--- src/rtl/image_capture_controller_pkg.sv ---
// ----------------------------------------------------------------------------
// img_ctrl_pkg: shared state encoding, command bytes and reply constants
// Rev 1.0  initial release
// ----------------------------------------------------------------------------
`default_nettype none

package img_ctrl_pkg;

  typedef enum logic [2:0] {
    ST_IDLE      = 3'd0,
    ST_RX_IMG    = 3'd1,
    ST_START_BNN = 3'd2,
    ST_WAIT_BNN  = 3'd3,
    ST_SEND_RES  = 3'd4,
    ST_CLEAR     = 3'd5,
    ST_ERROR     = 3'd6
  } img_state_e;

  localparam logic [3:0] RESULT_TAG      = 4'hA;
  localparam logic [7:0] ERR_BYTE        = 8'hEE;
  localparam int         DEF_NUM_BYTES   = 113;
  localparam logic [7:0] DEF_CMD_START   = 8'hA5;
  localparam logic [7:0] DEF_CMD_CLEAR   = 8'hC3;

  // States in which an incoming SPI byte is discarded
  function automatic logic is_drop_state(input logic [2:0] s);
    case (s)
      ST_START_BNN, ST_WAIT_BNN, ST_SEND_RES, ST_CLEAR, ST_ERROR: return 1'b1;
      default:                                                   return 1'b0;
    endcase
  endfunction

endpackage

`default_nettype wire

--- src/rtl/image_capture_controller_if.sv ---
// ----------------------------------------------------------------------------
// image_capture_controller_if: SPI, image-buffer, BNN and reply signal bundle
// Rev 1.0  initial release
// ----------------------------------------------------------------------------
`default_nettype none

interface image_capture_controller_if;
  logic       spi_byte_valid;
  logic [7:0] spi_rx_byte;
  logic       buf_write_en;
  logic [9:0] buf_write_addr;
  logic [7:0] buf_data_in;
  logic       buf_clear;
  logic       buf_full;
  logic       bnn_start;
  logic       bnn_result_ready;
  logic [3:0] bnn_result_out;
  logic [7:0] tx_byte;
  logic       tx_valid;
  logic       tx_ready;

  modport master (
    input  spi_byte_valid, spi_rx_byte, buf_full, bnn_result_ready,
           bnn_result_out, tx_ready,
    output buf_write_en, buf_write_addr, buf_data_in, buf_clear, bnn_start,
           tx_byte, tx_valid
  );

  modport slave (
    output spi_byte_valid, spi_rx_byte, buf_full, bnn_result_ready,
           bnn_result_out, tx_ready,
    input  buf_write_en, buf_write_addr, buf_data_in, buf_clear, bnn_start,
           tx_byte, tx_valid
  );
endinterface

`default_nettype wire

--- src/rtl/image_capture_controller_timeout_counter.sv ---
// ----------------------------------------------------------------------------
// ctrl_timeout_counter: 32-bit idle counter, hit once LIMIT cycles have elapsed
// Rev 1.0  initial release
// ----------------------------------------------------------------------------
`default_nettype none

module ctrl_timeout_counter #(
  parameter int unsigned LIMIT = 1000000
) (
  input  logic clk,
  input  logic rst_n,
  input  logic clear,
  input  logic enable,
  output logic hit
);

  logic [31:0] count;

  always_ff @(posedge clk or negedge rst_n) begin
    if (!rst_n) begin
      count <= 32'd0;
    end else if (clear) begin
      count <= 32'd0;
    end else if (enable && (count != 32'hFFFF_FFFF)) begin
      count <= count + 32'd1;
    end
  end

  // The cycle holding LIMIT-1 is the LIMIT-th idle cycle
  assign hit = enable && (count >= (LIMIT - 32'd1));

endmodule

`default_nettype wire

--- src/rtl/image_capture_controller.sv ---
// ----------------------------------------------------------------------------
// image_capture_controller: SPI command decode, image write, BNN run, reply
// Optional IMG_CTRL_STATS_EN adds frame_count / dropped_count.  Rev 1.0
// ----------------------------------------------------------------------------
`default_nettype none

module image_capture_controller
  import img_ctrl_pkg::*;
#(
  parameter int          NUM_BYTES      = DEF_NUM_BYTES,
  parameter int unsigned TIMEOUT_CYCLES = 1000000,
  parameter logic [7:0]  CMD_START      = DEF_CMD_START,
  parameter logic [7:0]  CMD_CLEAR      = DEF_CMD_CLEAR
) (
  input  logic        clk,
  input  logic        rst_n,
  image_capture_controller_if.master bus,
  output logic [2:0]  fsm_state,
  output logic        busy,
  output logic        err_timeout
`ifdef IMG_CTRL_STATS_EN
  ,
  output logic [15:0] frame_count,
  output logic [15:0] dropped_count
`endif
);

  localparam logic [2:0] S_IDLE      = ST_IDLE;
  localparam logic [2:0] S_RX_IMG    = ST_RX_IMG;
  localparam logic [2:0] S_START_BNN = ST_START_BNN;
  localparam logic [2:0] S_WAIT_BNN  = ST_WAIT_BNN;
  localparam logic [2:0] S_SEND_RES  = ST_SEND_RES;
  localparam logic [2:0] S_CLEAR     = ST_CLEAR;
  localparam logic [2:0] S_ERROR     = ST_ERROR;
  localparam logic [9:0] LAST_IDX    = 10'(NUM_BYTES - 1);

  logic [2:0] state, state_next;
  logic [9:0] byte_cnt;
  logic       accept;
  logic       drop;
  logic       tm_clear, tm_enable, tm_hit;
  logic       wr_en;
  logic [9:0] wr_addr;
  logic [7:0] wr_data;
  logic [7:0] tx_byte_r;
  logic       err_r;
  logic       unused_buf_full;

  // buf_full is advisory only; a frame starts regardless of its value
  assign unused_buf_full = bus.buf_full;

  always_comb begin
    state_next = state;
    accept     = 1'b0;
    case (state)
      S_IDLE: begin
        if (bus.spi_byte_valid) begin
          if (bus.spi_rx_byte == CMD_START)      state_next = S_RX_IMG;
          else if (bus.spi_rx_byte == CMD_CLEAR) state_next = S_CLEAR;
        end
      end
      S_RX_IMG: begin
        if (bus.spi_byte_valid) begin
          accept = 1'b1;
          if (byte_cnt == LAST_IDX) state_next = S_START_BNN;
        end else if (tm_hit) begin
          state_next = S_ERROR;
        end
      end
      S_START_BNN: state_next = S_WAIT_BNN;
      S_WAIT_BNN: begin
        if (bus.bnn_result_ready) state_next = S_SEND_RES;
        else if (tm_hit)          state_next = S_ERROR;
      end
      S_SEND_RES: if (bus.tx_ready) state_next = S_IDLE;
      S_CLEAR:    state_next = S_IDLE;
      S_ERROR:    if (bus.tx_ready) state_next = S_IDLE;
      default:    state_next = S_IDLE;
    endcase
  end

  assign drop      = bus.spi_byte_valid && is_drop_state(state);
  assign tm_enable = (state == S_RX_IMG) || (state == S_WAIT_BNN);
  assign tm_clear  = (state_next != state) || accept;

  ctrl_timeout_counter #(
    .LIMIT (TIMEOUT_CYCLES)
  ) u_timeout (
    .clk    (clk),
    .rst_n  (rst_n),
    .clear  (tm_clear),
    .enable (tm_enable),
    .hit    (tm_hit)
  );

  always_ff @(posedge clk or negedge rst_n) begin
    if (!rst_n) begin
      state     <= S_IDLE;
      byte_cnt  <= 10'd0;
      wr_en     <= 1'b0;
      wr_addr   <= 10'd0;
      wr_data   <= 8'd0;
      tx_byte_r <= 8'd0;
      err_r     <= 1'b0;
    end else begin
      state <= state_next;
      wr_en <= accept;
      if (accept) begin
        wr_addr  <= byte_cnt;
        wr_data  <= bus.spi_rx_byte;
        byte_cnt <= byte_cnt + 10'd1;
      end
      if ((state == S_IDLE) && (state_next == S_RX_IMG)) begin
        byte_cnt <= 10'd0;
        err_r    <= 1'b0;
      end
      if ((state == S_WAIT_BNN) && bus.bnn_result_ready) begin
        tx_byte_r <= {RESULT_TAG, bus.bnn_result_out};
      end else if ((state_next == S_ERROR) && (state != S_ERROR)) begin
        tx_byte_r <= ERR_BYTE;
        err_r     <= 1'b1;
      end
    end
  end

`ifdef IMG_CTRL_STATS_EN
  always_ff @(posedge clk or negedge rst_n) begin
    if (!rst_n) begin
      frame_count   <= 16'd0;
      dropped_count <= 16'd0;
    end else begin
      if ((state == S_SEND_RES) && bus.tx_ready && (frame_count != 16'hFFFF))
        frame_count <= frame_count + 16'd1;
      if (drop && (dropped_count != 16'hFFFF))
        dropped_count <= dropped_count + 16'd1;
    end
  end
`else
  logic unused_drop;
  assign unused_drop = drop;
`endif

  assign bus.buf_write_en   = wr_en;
  assign bus.buf_write_addr = wr_addr;
  assign bus.buf_data_in    = wr_data;
  assign bus.buf_clear      = (state == S_CLEAR);
  assign bus.bnn_start      = (state == S_START_BNN);
  assign bus.tx_byte        = tx_byte_r;
  assign bus.tx_valid       = (state == S_SEND_RES) || (state == S_ERROR);
  assign fsm_state          = state;
  assign busy               = (state != S_IDLE);
  assign err_timeout        = err_r;

endmodule

`default_nettype wire
--- src/flat_wrapper.sv ---
// flat-port wrapper written by rule: the top's interface ports become plain ports
module image_capture_controller_flat import img_ctrl_pkg::*;
#(
  parameter int          NUM_BYTES      = DEF_NUM_BYTES,
  parameter int unsigned TIMEOUT_CYCLES = 1000000,
  parameter logic [7:0]  CMD_START      = DEF_CMD_START,
  parameter logic [7:0]  CMD_CLEAR      = DEF_CMD_CLEAR
)
  (clk, rst_n, fsm_state, busy, err_timeout, bus_spi_byte_valid, bus_spi_rx_byte, bus_buf_full, bus_bnn_result_ready, bus_bnn_result_out, bus_tx_ready, bus_buf_write_en, bus_buf_write_addr, bus_buf_data_in, bus_buf_clear, bus_bnn_start, bus_tx_byte, bus_tx_valid);
  image_capture_controller_if bus_i ();
  input  logic clk;
  input  logic rst_n;
  output logic [2:0] fsm_state;
  output logic busy;
  output logic err_timeout;
  input wire logic [$bits(bus_i.spi_byte_valid)-1:0] bus_spi_byte_valid;
  input wire logic [$bits(bus_i.spi_rx_byte)-1:0] bus_spi_rx_byte;
  input wire logic [$bits(bus_i.buf_full)-1:0] bus_buf_full;
  input wire logic [$bits(bus_i.bnn_result_ready)-1:0] bus_bnn_result_ready;
  input wire logic [$bits(bus_i.bnn_result_out)-1:0] bus_bnn_result_out;
  input wire logic [$bits(bus_i.tx_ready)-1:0] bus_tx_ready;
  output wire logic [$bits(bus_i.buf_write_en)-1:0] bus_buf_write_en;
  output wire logic [$bits(bus_i.buf_write_addr)-1:0] bus_buf_write_addr;
  output wire logic [$bits(bus_i.buf_data_in)-1:0] bus_buf_data_in;
  output wire logic [$bits(bus_i.buf_clear)-1:0] bus_buf_clear;
  output wire logic [$bits(bus_i.bnn_start)-1:0] bus_bnn_start;
  output wire logic [$bits(bus_i.tx_byte)-1:0] bus_tx_byte;
  output wire logic [$bits(bus_i.tx_valid)-1:0] bus_tx_valid;
  assign bus_i.spi_byte_valid = bus_spi_byte_valid;
  assign bus_i.spi_rx_byte = bus_spi_rx_byte;
  assign bus_i.buf_full = bus_buf_full;
  assign bus_i.bnn_result_ready = bus_bnn_result_ready;
  assign bus_i.bnn_result_out = bus_bnn_result_out;
  assign bus_i.tx_ready = bus_tx_ready;
  assign bus_buf_write_en = bus_i.buf_write_en;
  assign bus_buf_write_addr = bus_i.buf_write_addr;
  assign bus_buf_data_in = bus_i.buf_data_in;
  assign bus_buf_clear = bus_i.buf_clear;
  assign bus_bnn_start = bus_i.bnn_start;
  assign bus_tx_byte = bus_i.tx_byte;
  assign bus_tx_valid = bus_i.tx_valid;
  image_capture_controller #(.NUM_BYTES(NUM_BYTES), .TIMEOUT_CYCLES(TIMEOUT_CYCLES), .CMD_START(CMD_START), .CMD_CLEAR(CMD_CLEAR)) u_core (.clk(clk), .rst_n(rst_n), .bus(bus_i), .fsm_state(fsm_state), .busy(busy), .err_timeout(err_timeout));
endmodule
--- config.mk ---
export PLATFORM = sky130hd
export DESIGN_NAME = image_capture_controller_flat
export DESIGN_NICKNAME = d
export VERILOG_FILES = /design/src/rtl/image_capture_controller_pkg.sv /design/src/rtl/image_capture_controller_if.sv /design/src/rtl/image_capture_controller_timeout_counter.sv /design/src/rtl/image_capture_controller.sv /design/src/flat_wrapper.sv
export SDC_FILE = /design/constraint.sdc
export NUM_CORES = 1
export LEC_CHECK = 0
export ABC_AREA = 1
export BUFFER_PORTS_ARGS = -buffer_cell sky130_fd_sc_hd__buf_2
export CAP_MARGIN = 15
export CORE_MARGIN = 4
export CORE_UTILIZATION = 45
export DETAILED_ROUTE_END_ITERATION = 6
export GPL_ROUTABILITY_DRIVEN = 0
export HOLD_SLACK_MARGIN = 0.02
export SYNTH_ARGS = -nofsm -noshare
export SYNTH_HDL_FRONTEND = slang
export SYNTH_HIERARCHICAL = 1
export SYNTH_SLANG_ARGS = --single-unit
--- constraint.sdc ---
create_clock -name clk -period 4.03 [get_ports clk]
set_input_delay 0.6045 -clock clk [delete_from_list [all_inputs] [get_ports clk]]
set_output_delay 0.6045 -clock clk [all_outputs]
set_load 0.1 [all_outputs]
==> results.yml, run 1 <==
worst_setup_path:
  rr_worst_depth: 17
  max_stage_delay_ns: 0.52
  cp_cell_sequence: "ha_1 > nand3_1 > o21ai_0 > nand2_1 > nand2_1 > nand2_1 > a21boi_0 > nor2_1 > nor2_1 > nor2_2 > nand3_1 > nand4_1 > clkinv_1 > nand3_2 > inv_1 > nand2_1 > nand2_1"
  cpMostUsedCell: "nand2_1"
  critPathRequiredTime_ns: 4.32
  cp_max_fo: 21
  slowest_stage: "nand3_2"
  crit_path_end_kind: "register"
  arrival_ns: 3.68
  critPathKind: "reg -> reg"
  crit_path_start_kind: "register"
route:
  highest_layer: "met4"
  wl_met3_um: 395
  drt-met1-wl_um: 4950
  drc: 0
  avgViaCountPerCell: 4.93
  vias: 3950
  dr.pass1.iters: 5
  wire_per_inst_um: 13.3
  met2WireLength_um: 5110
  routed_wl_um: 10600
  ant_nets: 0
  drtIter0Drc: 199
clock_network:
  cts_tree: "done"
  clock_sinks: 71
  cts_hold_repair.buffers: 0
  cts_buffer_depth: 2
  htree_levels: 3
  cts_root_buf: "clkbuf_8"
  cts-buffers-inserted: 9
  clk_pin_slew_ns: 0.09
  clk_latency_ns: 0.36
  cts_resized: 0
  cts_setup_buffers: 0
finish:
  register_area_um2: 1780
  finalNetCount: 685
  antenna_cells: 0
  multi_input_area_um2: 2380
  syn_to_final_growth_pct: 10.6
  drive_gt1_share_pct: 20.6
  fill_cells: 1034
synthesis:
  seq_area_frac_synth_pct: 39.0
  synth_nets: 640
  synthCells: 619
  synth_area_leaders: "dfrtp_1 39%, nand2_1 17%, nand3_1 6.4%"
  ys_seq_elements: 71
  synth_edf_count: 0
  yosysTopAreaCellShare_pct: 39.0
  yosysMostFrequentCell: "nand2_1"
  synth_warnings: 6
  syn_area_um2: 4550
  syn_avg_cell_area_um2: 7.35
  synth_flop_cell: "dfrtp_1"
  synth_cell_types: 39
  synth_common_cells: "203 x nand2_1, 72 x nor2_1, 71 x dfrtp_1, 60 x inv_1, 58 x nand3_1"
  synthArstFlopShare_pct: 100
  yosys.area.top_type: "dfrtp_1"
sta:
  slew_viol_final: 0
  post-route-period-util_pct: 84.1
  hold_violations: 0
  fin_skew_ns: 0.0117
  max_slew_margin_pct: 39.1
  worst_pin_slew_ns: 0.914
  timing.fmax_ghz: 0.295
  rsz0062_at_grt: "no"
  fin_tns_setup_ns: 0
  setup-violations-final: 0
  fin_crit_ns: 3.39
power:
  vdd_drop_max_v: 0.000543
  power_density_nw_per_um2: 507
  leakagePower_nw: 2.43
  power_mw: 2.55
floorplan:
  core.rowCount: 36
  design.die.area_um2: 11800
  initial_core_util_pct: 46.3
  die_x_um: 109
  boundaryPins: 53
  die_h_um: 109
  coreArea_um2: 9820
global_route:
  antenna_found_initial: 0
  grt_pass1_vias: 3988
  grt_usage_pct: 19.8
  gr-total-overflow: 0
  grt_start_max_net_pins: 72
  grt_pass1_wl_um: 18800
status:
  outcome: "complete, no violations"
place:
  port-buffer-count: 50
  dpl.hpwl_um: 7750
hold_path:
  min_path_type: "in -> async"
job:
  max-cap-violations: 0
[layout by cell type (no fill, tap or decap), drive strengths merged]
| master | n |
|---|---|
| or2 | 4 |
| xnor2 | 1 |
| nand2 | 216 |
| buf | 51 |
| conb | 1 |
| xor2 | 11 |
| a21boi | 1 |
| clkinv | 4 |
| nand3b | 1 |
| a22oi | 1 |
| dfrtp | 71 |
| clkinvlp | 1 |
| nor2 | 87 |
| nor3 | 5 |
| nand4 | 12 |
| nand3 | 74 |
| o21ai | 40 |
| ha | 3 |
| clkbuf | 9 |
| inv | 68 |
| a21oi | 3 |
| o21bai | 5 |
[cells by family (layout without fill, tap and decap cells)]
group / after synthesis / in the layout / share of synthesized area [%]
AOI/OAI and AO/OA: 50 / 50 / 7.29
xor gates and xnor gates: 12 / 12 / 2.31
adders and majority gates: 3 / 3 / 0.825
buffers and inverters: 83 / 133 / 8.69
DFF: 71 / 71 / 39.0
other: 1 / 1 / 0.0824
and+or+nand+nor: 399 / 399 / 41.8
[power by group]
group	total (mW)	leakage (nW)	switching [mW]	internal, mW
sequential	0.908	0.963	0.0836	0.824
clock	0.569	0.0970	0.326	0.243
combinational	1.07	1.37	0.910	0.163
[sequential cells by signal, indices dropped and copies added (netlist names)]
name / count
u_core/err_timeout: 1
u_core/bus.tx_byte: 6
u_core/bus.buf_write_en: 1
u_core/bus.buf_write_addr: 10
u_core/byte_cnt: 10
u_core/fsm_state: 3
u_core/u_timeout/count: 32
u_core/bus.buf_data_in: 8
[per-layer routing]
layer,track usage [%],vias up
li1,-,2047
met1,26.3,1804
met2,33.5,82
met3,2.63,17
met4,6.49,0
met5,0,-
[path summary, 6_finish.rpt]
| check | startpoint | to | slack [ns] |
|---|---|---|---|
| max in group asynchronous | rst_n | u_core/u_timeout/count[24] | 3.05 |
| min reg2reg | u_core/err_timeout | u_core/err_timeout | 0.47 |
| min in group clk | bus_bnn_result_out[0] | u_core/bus.tx_byte[0] | 0.45 |
| max | u_core/u_timeout/count[1] | u_core/u_timeout/count[26] | 0.64 |
| max reg2reg | u_core/u_timeout/count[1] | u_core/u_timeout/count[26] | 0.64 |
| min | rst_n | u_core/u_timeout/count[6] | 0.38 |
[metrics by stage]
| step | hold WS [ns] | instances | util [%] | instance area, µm² | worst slack (ns) |
|---|---|---|---|---|---|
| after floorplan | 0.309 | 619 | - | 4550 | 0.0787 |
| after global placement | 0.453 | 786 | 49.3 | 4840 | 0.653 |
| after detailed placement | 0.458 | 786 | 49.3 | 4840 | 0.598 |
| after CTS | 0.416 | 802 | 51.3 | 5030 | 0.580 |
| after global routing | 0.448 | 802 | 51.3 | 5030 | 0.0842 |
| final | 0.377 | 802 | 51.3 | 5030 | 0.641 |
[layout make-up]
cell class | instances | area share (%)
clock buffers | 9 | 2.46
clock inverters | 7 | 1.44
well taps | 133 | 3.31
repair buffers | 51 | 5.17
inverters | 66 | 5.07
flip-flops and latches | 71 | 35.3
multi-input cells | 465 | 47.3
[worst max-delay path, delay by kind of cell, from the launching register on]
family | cells | cell delay [ns]
AOI/OAI and AO/OA | 2 | 0.51
adders and majority gates | 1 | 0.21
buffers and inverters | 2 | 0.60
and+or+nand+nor | 12 | 1.64
DFF | 1 | 0.37
Note: power is estimated with default switching activity, not from simulation.
==> inputs of run 2 (changes only) <==
==> constraint.sdc (replaced) <==
create_clock -name clk -period 3.5 [get_ports clk]
set_input_delay 0.525 -clock clk [delete_from_list [all_inputs] [get_ports clk]]
set_output_delay 0.525 -clock clk [all_outputs]
set_load 0.1 [all_outputs]
==> run 2 against run 1 <==
Against the previous run:
- sequential share of layout area fell by 0.37 points
- first-iteration DRC count fell by 2.5%
- combinational power rose by 16%
- via count rose by 1.3%
- total power rose by 18%
- worst hold slack got worse by 0.077 ns
- critical path depth did not move
- worst setup slack got worse by 0.023 ns
- final cell count rose by 0.37%
- clock power rose by 26%
- non-clock buffer count rose by 3
- critical path type unchanged
- largest cell class unchanged
==> results.yml, run 2 (synthesis gave the netlist of run 1 again) <==
status:
  outcome: "complete, no violations"
finish:
  fin_area_um2: 5090
  register_area_um2: 1780
  final_cells: 805
  drive_gt1_share_pct: 21.4
  layout_commonest_cell: "nand2_1"
  syn_to_final_growth_pct: 11.8
  multi_input_area_um2: 2390
  antenna_cells: 0
  layout_common_cells: "203 x nand2_1, 71 x nor2_1, 71 x dfrtp_1"
  finalNetCount: 688
  fill_cells: 1037
  largest_reg_flops: 32
  largest-register: "u_core/u_timeout/count"
clock_network:
  cts_buffer_depth: 2
  cts_setup_buffers: 0
  cts_hold_repair.buffers: 0
  cts_tree: "done"
  cts_resized: 0
  cts-buffers-inserted: 9
  clock_sinks: 71
  cts_root_buf: "clkbuf_8"
  clk_latency_ns: 0.36
  htree_levels: 3
  clk_pin_slew_ns: 0.08
route:
  wire_per_inst_um: 13.1
  dr.pass1.iters: 5
  vias: 4001
  routed_wl_um: 10500
  avgViaCountPerCell: 4.97
  drc: 0
  drtIter0Drc: 194
  ant_nets: 0
place:
  dp_cells: 789
  port-buffer-count: 50
  dpl.hpwl_um: 7840
  placed_area_um2: 4870
sta:
  worst_pin_slew_ns: 0.911
  fin_crit_ns: 2.88
  post-route-period-util_pct: 82.3
  hold_slack_ns: 0.301
  setup-violations-final: 0
  slew_viol_final: 0
  timing.fmax_ghz: 0.347
  fin_tns_setup_ns: 0
  max_slew_margin_pct: 39.3
  fin_skew_ns: 0.0101
  hold_violations: 0
  rsz0062_at_grt: "no"
power:
  leakagePower_nw: 2.46
  switching_share_pct: 49.4
  p_clk_share_pct: 23.8
  power_density_nw_per_um2: 591
  power_mw: 3.01
  intPower_mw: 1.52
  p_comb_share_pct: 41.4
  p_sw_mw: 1.49
  vdd_drop_max_v: 0.000505
  power_frac_seq_pct: 34.8
worst_setup_path:
  cp_cell_sequence: "ha_1 > nand3_1 > o21ai_0 > nand2_1 > nand2_1 > nand2_1 > a21boi_0 > nor2_1 > nor2_1 > nor2_2 > nand2_4 > a21oi_1 > nand4_1 > clkinv_1 > nand3_2 > buf_4 > o21ai_1"
  slowest_stage: "dfrtp_1"
  arrival_ns: 3.12
  crit_path_start_kind: "register"
  cpMostUsedCell: "nand2_1"
  rr_worst_depth: 17
  cp_max_fo: 20
  critPathKind: "reg -> reg"
  critPathRequiredTime_ns: 3.74
  max_stage_delay_ns: 0.37
  crit_path_end_kind: "register"
floorplan:
  boundaryPins: 53
  design.die.area_um2: 11800
  initial_core_util_pct: 46.3
  die_x_um: 109
  coreArea_um2: 9820
  die_h_um: 109
  core.rowCount: 36
hold_path:
  min_path_type: "in -> async"
global_route:
  grt_pass1_wl_um: 18300
  grt_start_max_net_pins: 72
  gr-total-overflow: 0
  grt_usage_pct: 19.8
  antenna_found_initial: 0
  grt_pass1_vias: 3881
job:
  max-cap-violations: 0
## run 2: cell types whose count changed in the layout (fill, tap and decap cells not counted), moves of 2 or more
cell / before / now
inv_8: 2 / 0
nor3_2: 1 / 3
clkbuf_8: 9 / 11
nor3_1: 4 / 2
buf_4: 2 / 5
## run 2: metrics by stage
step / util, % / setup WS, ns
after CTS: 51.8 / 0.547
final: 51.8 / 0.619
after global placement: 49.6 / 0.637
after global routing: 51.8 / 0.303
after floorplan: - / 0.196
after detailed placement: 49.6 / 0.580
## run 2: final timing paths
path | startpoint | end | slack (ns)
worst max-delay path | u_core/u_timeout/count[1] | u_core/u_timeout/count[22] | 0.62
worst min-delay path | rst_n | u_core/u_timeout/count[13] | 0.30
worst max register to register | u_core/u_timeout/count[1] | u_core/u_timeout/count[22] | 0.62
worst min register to register | u_core/bus.buf_data_in[3] | u_core/bus.buf_data_in[3] | 0.48
max in group asynchronous | rst_n | u_core/u_timeout/count[23] | 2.62
min in group clk | bus_bnn_result_out[0] | u_core/bus.tx_byte[0] | 0.37
## run 2: power by group through the flow
stage / Sequential [mW] / Clock [mW] / Combinational (mW)
after floorplan: 1.72 / 0 / 0.383
after global placement: 1.06 / 0 / 1.25
after detailed placement: 1.06 / 0 / 1.26
after CTS: 1.05 / 0.740 / 1.26
after global routing: 1.07 / 0.782 / 1.32
final: 1.05 / 0.715 / 1.24
## run 2: routing by layer
metal  wire length [µm]  GRT usage [%]  share of wire [%]  vias to the layer above
li1                   -              -                  -                     2058
met3                489           4.90                4.6                        8
met2               5000           32.6                 48                       83
met5                  0              0                  0                        -
met1               4920           25.6                 47                     1852
met4                105           6.31                1.0                        0
## run 2: worst max-delay path, delay by kind of cell, from the launching register on
kind,cells,cell delay [ns]
buf+inv,2,0.49
fa+ha+maj,1,0.21
flops,1,0.37
simple gates,10,0.99
compound gates,4,0.70
## run 2: cell type report
type / count / share of cell area (%)
Clock buffer: 11 / 2.98
Clock inverter: 5 / 1.25
Inverter: 66 / 5.02
Multi-Input combinational cell: 465 / 47.0
Sequential cell: 71 / 34.9
Tap cell: 133 / 3.27
Timing Repair Buffer: 54 / 5.56
